--- src/rtl/popcount_seq_if.sv ---
// -----------------------------------------------------------------------------
// popcount_seq_if
//
// Handshake bundle for the sequenced population-count engine.
//
//   Word side (producer -> engine)
//     in_valid   in_data / in_last are valid
//     in_ready   engine accepts a word this cycle
//     in_data    12-bit word to count
//     in_last    word closes the current frame
//
//   Result side (engine -> consumer)
//     out_valid  frame result available
//     out_ready  consumer takes the result
//     out_count  total ones in the frame, saturated at 2^ACC_W-1
//     out_sat    saturation happened somewhere in the frame
//
// Modports:
//   master  the environment: drives words, consumes results
//   slave   the engine itself
// -----------------------------------------------------------------------------
interface popcount_seq_if #(
  parameter int ACC_W = 16
);

  logic             in_valid;
  logic             in_ready;
  logic [11:0]      in_data;
  logic             in_last;

  logic             out_valid;
  logic             out_ready;
  logic [ACC_W-1:0] out_count;
  logic             out_sat;

  modport master (
    output in_valid,
    output in_data,
    output in_last,
    output out_ready,
    input  in_ready,
    input  out_valid,
    input  out_count,
    input  out_sat
  );

  modport slave (
    input  in_valid,
    input  in_data,
    input  in_last,
    input  out_ready,
    output in_ready,
    output out_valid,
    output out_count,
    output out_sat
  );

endinterface : popcount_seq_if

--- src/rtl/popcount_seq.sv ---
// -----------------------------------------------------------------------------
// popcount_seq
//
// Sequenced population-count engine. Each accepted 12-bit word is counted one
// nibble per clock (high nibble first) through a single shared 4-bit lookup,
// and the per-nibble counts are accumulated across a frame of words that ends
// with the word flagged in_last. The frame total is then presented on the
// result handshake and held until the consumer takes it.
//
// Parameters:
//   ACC_W      accumulator / result width (>= 4); the total clamps at
//              2^ACC_W-1 and out_sat flags that the clamp was hit.
//
// Ports:
//   clk        rising-edge clock
//   rst_n      asynchronous active-low reset
//   bus        popcount_seq_if.slave: word input handshake + result handshake
//   busy       engine is not idle
//
// Timing summary:
//   A word occupies three cycles (N2, N1, N0). Non-last words can be accepted
//   back to back in N0, so a held in_valid streams one word every 3 cycles.
//   A last word accepted in cycle T shows out_valid from T+4.
// -----------------------------------------------------------------------------
module popcount_seq #(
  parameter int ACC_W = 16
) (
  input  logic           clk,
  input  logic           rst_n,
  popcount_seq_if.slave  bus,
  output logic           busy
);

  // ---------------------------------------------------------------------------
  // Types and constants
  // ---------------------------------------------------------------------------
  typedef enum logic [2:0] {
    S_IDLE,
    S_N2,    // counting word_q[11:8]
    S_N1,    // counting word_q[7:4]
    S_N0,    // counting word_q[3:0]; may accept the next word of the frame
    S_OUT    // result presented, waiting for out_ready
  } state_t;

  localparam logic [ACC_W-1:0] ACC_MAX = '1;

  // ---------------------------------------------------------------------------
  // Shared nibble lookup: number of set bits in a 4-bit value (0..4)
  // ---------------------------------------------------------------------------
  function automatic logic [2:0] nib_ones(input logic [3:0] nib);
    logic [2:0] n;
    unique case (nib)
      4'h0:                         n = 3'd0;
      4'h1, 4'h2, 4'h4, 4'h8:       n = 3'd1;
      4'h3, 4'h5, 4'h6, 4'h9,
      4'hA, 4'hC:                   n = 3'd2;
      4'h7, 4'hB, 4'hD, 4'hE:       n = 3'd3;
      4'hF:                         n = 3'd4;
      default:                      n = 3'd0;
    endcase
    return n;
  endfunction

  // ---------------------------------------------------------------------------
  // State
  // ---------------------------------------------------------------------------
  state_t           state;
  state_t           state_next;
  logic [11:0]      word_q;
  logic             last_q;
  logic [ACC_W-1:0] acc;
  logic             sat_q;

  // Controller outputs (combinational, decoded from registered state)
  logic             in_ready;
  logic             accept;
  logic             count_en;
  logic             frame_done;
  logic [3:0]       nib_sel;

  // Datapath
  logic [2:0]       nib_count;
  logic [ACC_W:0]   sum;
  logic             overflow;

  // ---------------------------------------------------------------------------
  // FSM state register
  // ---------------------------------------------------------------------------
  // NOTE: every clocked process uses non-blocking (<=) assignments so all
  // registers update from pre-edge values; blocking (=) is reserved for
  // always_comb, where statements are meant to evaluate in order.
  always_ff @(posedge clk or negedge rst_n) begin
    if (!rst_n) begin
      state <= S_IDLE;
    end else begin
      state <= state_next;
    end
  end

  // ---------------------------------------------------------------------------
  // FSM next-state and control decode
  // ---------------------------------------------------------------------------
  // NOTE: every signal written here gets a default before the case statement,
  // so no path through the block can leave one unassigned and infer a latch.
  always_comb begin
    state_next = state;
    in_ready   = 1'b0;
    count_en   = 1'b0;
    frame_done = 1'b0;
    nib_sel    = 4'h0;

    // A new word may enter from IDLE, or in N0 when the word being finished
    // is not the end of its frame (the next word of the same frame).
    in_ready = (state == S_IDLE) || ((state == S_N0) && !last_q);
    accept   = bus.in_valid && in_ready;

    unique case (state)
      S_IDLE: begin
        if (accept) state_next = S_N2;
      end
      S_N2: begin
        count_en   = 1'b1;
        nib_sel    = word_q[11:8];
        state_next = S_N1;
      end
      S_N1: begin
        count_en   = 1'b1;
        nib_sel    = word_q[7:4];
        state_next = S_N0;
      end
      S_N0: begin
        count_en = 1'b1;
        nib_sel  = word_q[3:0];
        if (last_q)      state_next = S_OUT;
        else if (accept) state_next = S_N2;
        else             state_next = S_IDLE;
      end
      S_OUT: begin
        if (bus.out_ready) begin
          frame_done = 1'b1;
          state_next = S_IDLE;
        end
      end
      default: begin
        state_next = S_IDLE;
      end
    endcase
  end

  // ---------------------------------------------------------------------------
  // Word capture
  // ---------------------------------------------------------------------------
  // NOTE: word_q/last_q are plain flops rather than a storage array, so they
  // take a reset value like the rest of the state; the engine's observable
  // state is then fully defined right after reset.
  always_ff @(posedge clk or negedge rst_n) begin
    if (!rst_n) begin
      word_q <= '0;
      last_q <= 1'b0;
    end else if (accept) begin
      word_q <= bus.in_data;
      last_q <= bus.in_last;
    end
  end

  // ---------------------------------------------------------------------------
  // Saturating accumulator
  // ---------------------------------------------------------------------------
  // One extra bit on the sum catches the carry out of the accumulator; that
  // carry is exactly "unclamped total exceeds 2^ACC_W-1".
  assign nib_count = nib_ones(nib_sel);
  assign sum       = {1'b0, acc} + {{(ACC_W-2){1'b0}}, nib_count};
  assign overflow  = sum[ACC_W];

  always_ff @(posedge clk or negedge rst_n) begin
    if (!rst_n) begin
      acc   <= '0;
      sat_q <= 1'b0;
    end else if (count_en) begin
      acc <= overflow ? ACC_MAX : sum[ACC_W-1:0];
      if (overflow) sat_q <= 1'b1;
    end else if (frame_done) begin
      // Result consumed: the next frame starts counting from zero.
      acc   <= '0;
      sat_q <= 1'b0;
    end
  end

  // ---------------------------------------------------------------------------
  // Outputs: decoded from registered state only, so they are glitch-free and
  // stay constant for the whole time the result is held in OUT.
  // ---------------------------------------------------------------------------
  assign bus.in_ready  = in_ready;
  assign bus.out_valid = (state == S_OUT);
  assign bus.out_count = acc;
  assign bus.out_sat   = sat_q;
  assign busy          = (state != S_IDLE);

endmodule : popcount_seq

--- src/flat_wrapper.sv ---
// flat-port wrapper written by rule: the top's interface ports become plain ports
module popcount_seq_flat 
#(
  parameter int ACC_W = 16
)
  (clk, rst_n, busy, bus_in_valid, bus_in_data, bus_in_last, bus_out_ready, bus_in_ready, bus_out_valid, bus_out_count, bus_out_sat);
  popcount_seq_if #(.ACC_W(ACC_W)) bus_i ();
  input  logic clk;
  input  logic rst_n;
  output logic busy;
  input wire logic [$bits(bus_i.in_valid)-1:0] bus_in_valid;
  input wire logic [$bits(bus_i.in_data)-1:0] bus_in_data;
  input wire logic [$bits(bus_i.in_last)-1:0] bus_in_last;
  input wire logic [$bits(bus_i.out_ready)-1:0] bus_out_ready;
  output wire logic [$bits(bus_i.in_ready)-1:0] bus_in_ready;
  output wire logic [$bits(bus_i.out_valid)-1:0] bus_out_valid;
  output wire logic [$bits(bus_i.out_count)-1:0] bus_out_count;
  output wire logic [$bits(bus_i.out_sat)-1:0] bus_out_sat;
  assign bus_i.in_valid = bus_in_valid;
  assign bus_i.in_data = bus_in_data;
  assign bus_i.in_last = bus_in_last;
  assign bus_i.out_ready = bus_out_ready;
  assign bus_in_ready = bus_i.in_ready;
  assign bus_out_valid = bus_i.out_valid;
  assign bus_out_count = bus_i.out_count;
  assign bus_out_sat = bus_i.out_sat;
  popcount_seq #(.ACC_W(ACC_W)) u_core (.clk(clk), .rst_n(rst_n), .bus(bus_i), .busy(busy));
endmodule
--- config.mk ---
export PLATFORM = sky130hd
export DESIGN_NAME = popcount_seq_flat
export DESIGN_NICKNAME = d
export VERILOG_FILES = /design/src/rtl/popcount_seq_if.sv /design/src/rtl/popcount_seq.sv /design/src/flat_wrapper.sv
export SDC_FILE = /design/constraint.sdc
export NUM_CORES = 1
export LEC_CHECK = 0
export CORE_MARGIN = 2
export CORE_UTILIZATION = 35
export DETAILED_ROUTE_END_ITERATION = 10
export HOLD_SLACK_MARGIN = 0.15
export PLACE_DENSITY = 0.66
export SLEW_MARGIN = 20
export SYNTH_ARGS = -nofsm -noshare
export SYNTH_HDL_FRONTEND = slang
export SYNTH_SLANG_ARGS = --single-unit
export TNS_END_PERCENT = 100
--- constraint.sdc ---
create_clock -name clk -period 4.2 [get_ports clk]
set_input_delay 1.26 -clock clk [delete_from_list [all_inputs] [get_ports clk]]
set_output_delay 1.26 -clock clk [all_outputs]
set_load 0.02 [all_outputs]
==> impl_results.md <==
- Status: completed
- Post-synthesis sequential area ratio: 43.3%
- Post-synthesis instance area: 1910 um^2
- Starting Density: 36.8%
- Most crowded layer after global routing: met2
- Drt first-iter violations: approximately 90
- Dominant cell type by count on the critical path: inv_1
- Cells after synthesis: between 150 and 200
- Number of H-tree branching levels: 2
- Final critical path time including I/O delays and setup: between 3 and 4 ns
- Mapped Nets: 205
- Width of the die: a little under 80 um
- Count of synthesis-stage warnings from yosys: 0
- GRT Util Overall: 14.2%
- Boundary pin count: 37
- Synth top area cells: dfrtp_1, mux2_2, a21oi_1
- Area of the core: between 5000 and 6000 um^2
- Detail-routed via count per cell: about 5.3
- Die height: around 80 um
- Static power due to leakage: 1.04 nW
- Fmax: approximately 0.26 GHz
- Detailed-route via count: ~1,500
- Detailed Route WL: 4.03 mm
- Wire length of the first global-routing pass: about 7 mm
- Pin count of the biggest net entering global routing: 34
- Clock tree from TritonCTS: done
- Share of the cycle needed by the critical path after routing: 91.4%
- Most common cell in the synthesized netlist: dfrtp_1
- WP data arrival: approximately 4 ns
- Synth-to-layout area growth: 25.8%
- Number of register bits inferred by synthesis: 33
- Slowest CP cell: dfrtp_1
- Max Cap Violations: 0
- Clock root buffer master: clkbuf_8
- Async set-or-reset flop fraction in the synthesized netlist: 100%
- Global placement routability congestion: roughly 0.80
- Dominant synthesized flop cell: dfrtp_1
- Yosys top cell by area: dfrtp_1
- DR WL/cell: between 10 and 15 um
- Final hold violation count: 0
- DP HPWL: 3.00 mm
- Type of element capturing the critical path: register
- Total clock buffers created by CTS: 5
- Remaining antenna violation count: 0
- Final core utilization: 46.3%
- Pins over their slew limit: 0
- # hold bufs at CTS: 0
- Global-route track usage on met3: under 10%
- Proportion of layout cells with a drive suffix above 1: between 10% and 20%
- Met1 track demand over resource: between 10% and 20%
- Clk buf depth: 2
- Number of diodes: 0
- Number of cell rows: 26
- Yosys cell types: a little over 50
- Number of antenna violations at the first check in global routing: 0
- Congestion Overflow GR: 0
- Total die area: between 6000 and 7000 um^2
- Worst hold path type: register to register
- Worst ir drop on vdd: slightly below 300 uV
- Count of unresolved DRC violations after routing: 0
- Transition time at the pin with the least slew margin: ~0.83 ns
- Number of buffers inserted by port buffering: 36
- Setup_tns: 0 ns
- Number of global-route vias before repair: roughly 1,500
- Met2 GRT Util: between 20 and 25%
- Most numerous cell types in the synthesized netlist: dfrtp_1, nand2_1, a21oi_1, mux2_2, inv_1
- Data required time at the worst endpoint: approximately 4.4 ns
- Worst Clk Skew: 0.00427 ns
- Worst hold slack after final layout: between 0.5 and 0.6 ns
- Critical Path Max Stage Delay: 0.68 ns
- Cell-by-cell listing of the critical path: mux2i_1 -> a211oi_1 -> inv_1 -> ha_1 -> nor2_1 -> a21oi_1 -> ha_1 -> inv_1 -> fa_1 -> inv_1 -> a21o_1 -> nand2_1 -> or4_4 -> o311ai_0
- Avg Synthesized Cell Area: 10.4 um^2
- EDFF count, synth: 0
- Crit path launch type: register
- Total of endpoints with negative setup slack in the final report: 0
- Worst-Skew Late Latency: ~0.28 ns
- Iteration count of the initial detailed-routing pass: 4
- Clock sink count: 33
- Unrepaired setup endpoints after global routing: false
- Nets: approximately 240
- Worst-path clk slew: around 0.070 ns
- Worst slew margin: around 44%
- Area fraction of the dominant cell type after synthesis: 43.3%
- Power density normalized to cell area: just over 800 nW/um^2
- Post-CTS sizing: 0
- Largest driver fanout on the critical path: 15
- Setup CP Type: register to register
- Count of buffers added by post-CTS timing repair for setup: 0
## routing by layer
layer	part of all wire [%]	vias to the layer above
li1	-	748
met1	48	751
met2	47	25
met3	3.4	5
met4	1.3	0
met5	0	-
## sequential cells by signal, summed over array words and instances (netlist names)
signal,cells
u_core.bus.out_count,16
u_core.word_q,12
u_core.state,3
u_core.bus.out_sat,1
u_core.last_q,1
## through the flow
step                instance area [um^2]  power, mW  setup slack (ns)  std cells
finish                              2400       1.94             0.362        291
global route                        2400       2.11            0.0509        291
CTS                                 2400       1.96             0.366        291
detailed placement                  2310       1.72             0.389        283
global placement                    2310       1.69             0.567        283
floorplan                           1910       1.42             0.821        183
## critical path, delay by kind of cell, from the launching register on
family	cells	cell delay [ns]
and+or+nand+nor	3	0.81
AOI/OAI and AO/OA	4	0.95
muxes	1	0.17
adders and majority gates	3	0.90
DFF	1	0.68
buffers and inverters	3	0.22
## placed cells by master (no fill, tap or decap), drive strengths merged, types with 3 or more instances in the layout
cell type / n
nand3: 8
clkdlybuf4s50: 36
nand2: 16
mux2: 14
dfrtp: 33
a211oi: 4
mux2i: 5
nor2: 9
o211ai: 4
a221o: 3
ha: 4
or4: 3
xor2: 3
a21oi: 14
inv: 11
clkbuf: 5
and2: 3
o21ai: 9
## report_power, final
| group | leakage, nW | internal, mW | switching, mW | total, mW |
|---|---|---|---|---|
| clock | 0.0439 | 0.114 | 0.119 | 0.234 |
| sequential | 0.414 | 0.446 | 0.141 | 0.587 |
| combinational | 0.586 | 0.527 | 0.596 | 1.12 |
| total | 1.04 | 1.09 | 0.857 | 1.94 |
## path summary, 6_finish.rpt
check                                    from                        to  slack (ns)  cells after the start
setup reg to reg              u_core.state[0]   u_core.bus.out_count[4]        0.36                     14
hold reg to reg            u_core.bus.out_sat        u_core.bus.out_sat        0.51                      2
max in group asynchronous               rst_n  u_core.bus.out_count[10]        2.52                      2
hold / removal             u_core.bus.out_sat        u_core.bus.out_sat        0.51                      2
min in group asynchronous               rst_n             u_core.last_q        1.37                      2
setup / recovery              u_core.state[0]   u_core.bus.out_count[4]        0.36                     14
## final cells by class
| cell class | count | area [um^2] |
|---|---|---|
| clock buffers | 5 | 68.8 |
| clock inverters | 3 | 17.5 |
| fillers | 486 | 2780 |
| inverters | 11 | 41.3 |
| multi-input cells | 131 | 981 |
| flip-flops and latches | 33 | 826 |
| well taps | 70 | 87.6 |
| repair buffers | 38 | 375 |
## kinds of logic after synthesis
| family | synth area share (%) |
|---|---|
| simple gates | 17.1 |
| compound gates | 18.0 |
| flops | 43.3 |
| buf+inv | 5.19 |
| mux | 10.9 |
| fa+ha+maj | 3.68 |
| xor+xnor | 1.84 |
(Power assumes the default switching activity.)
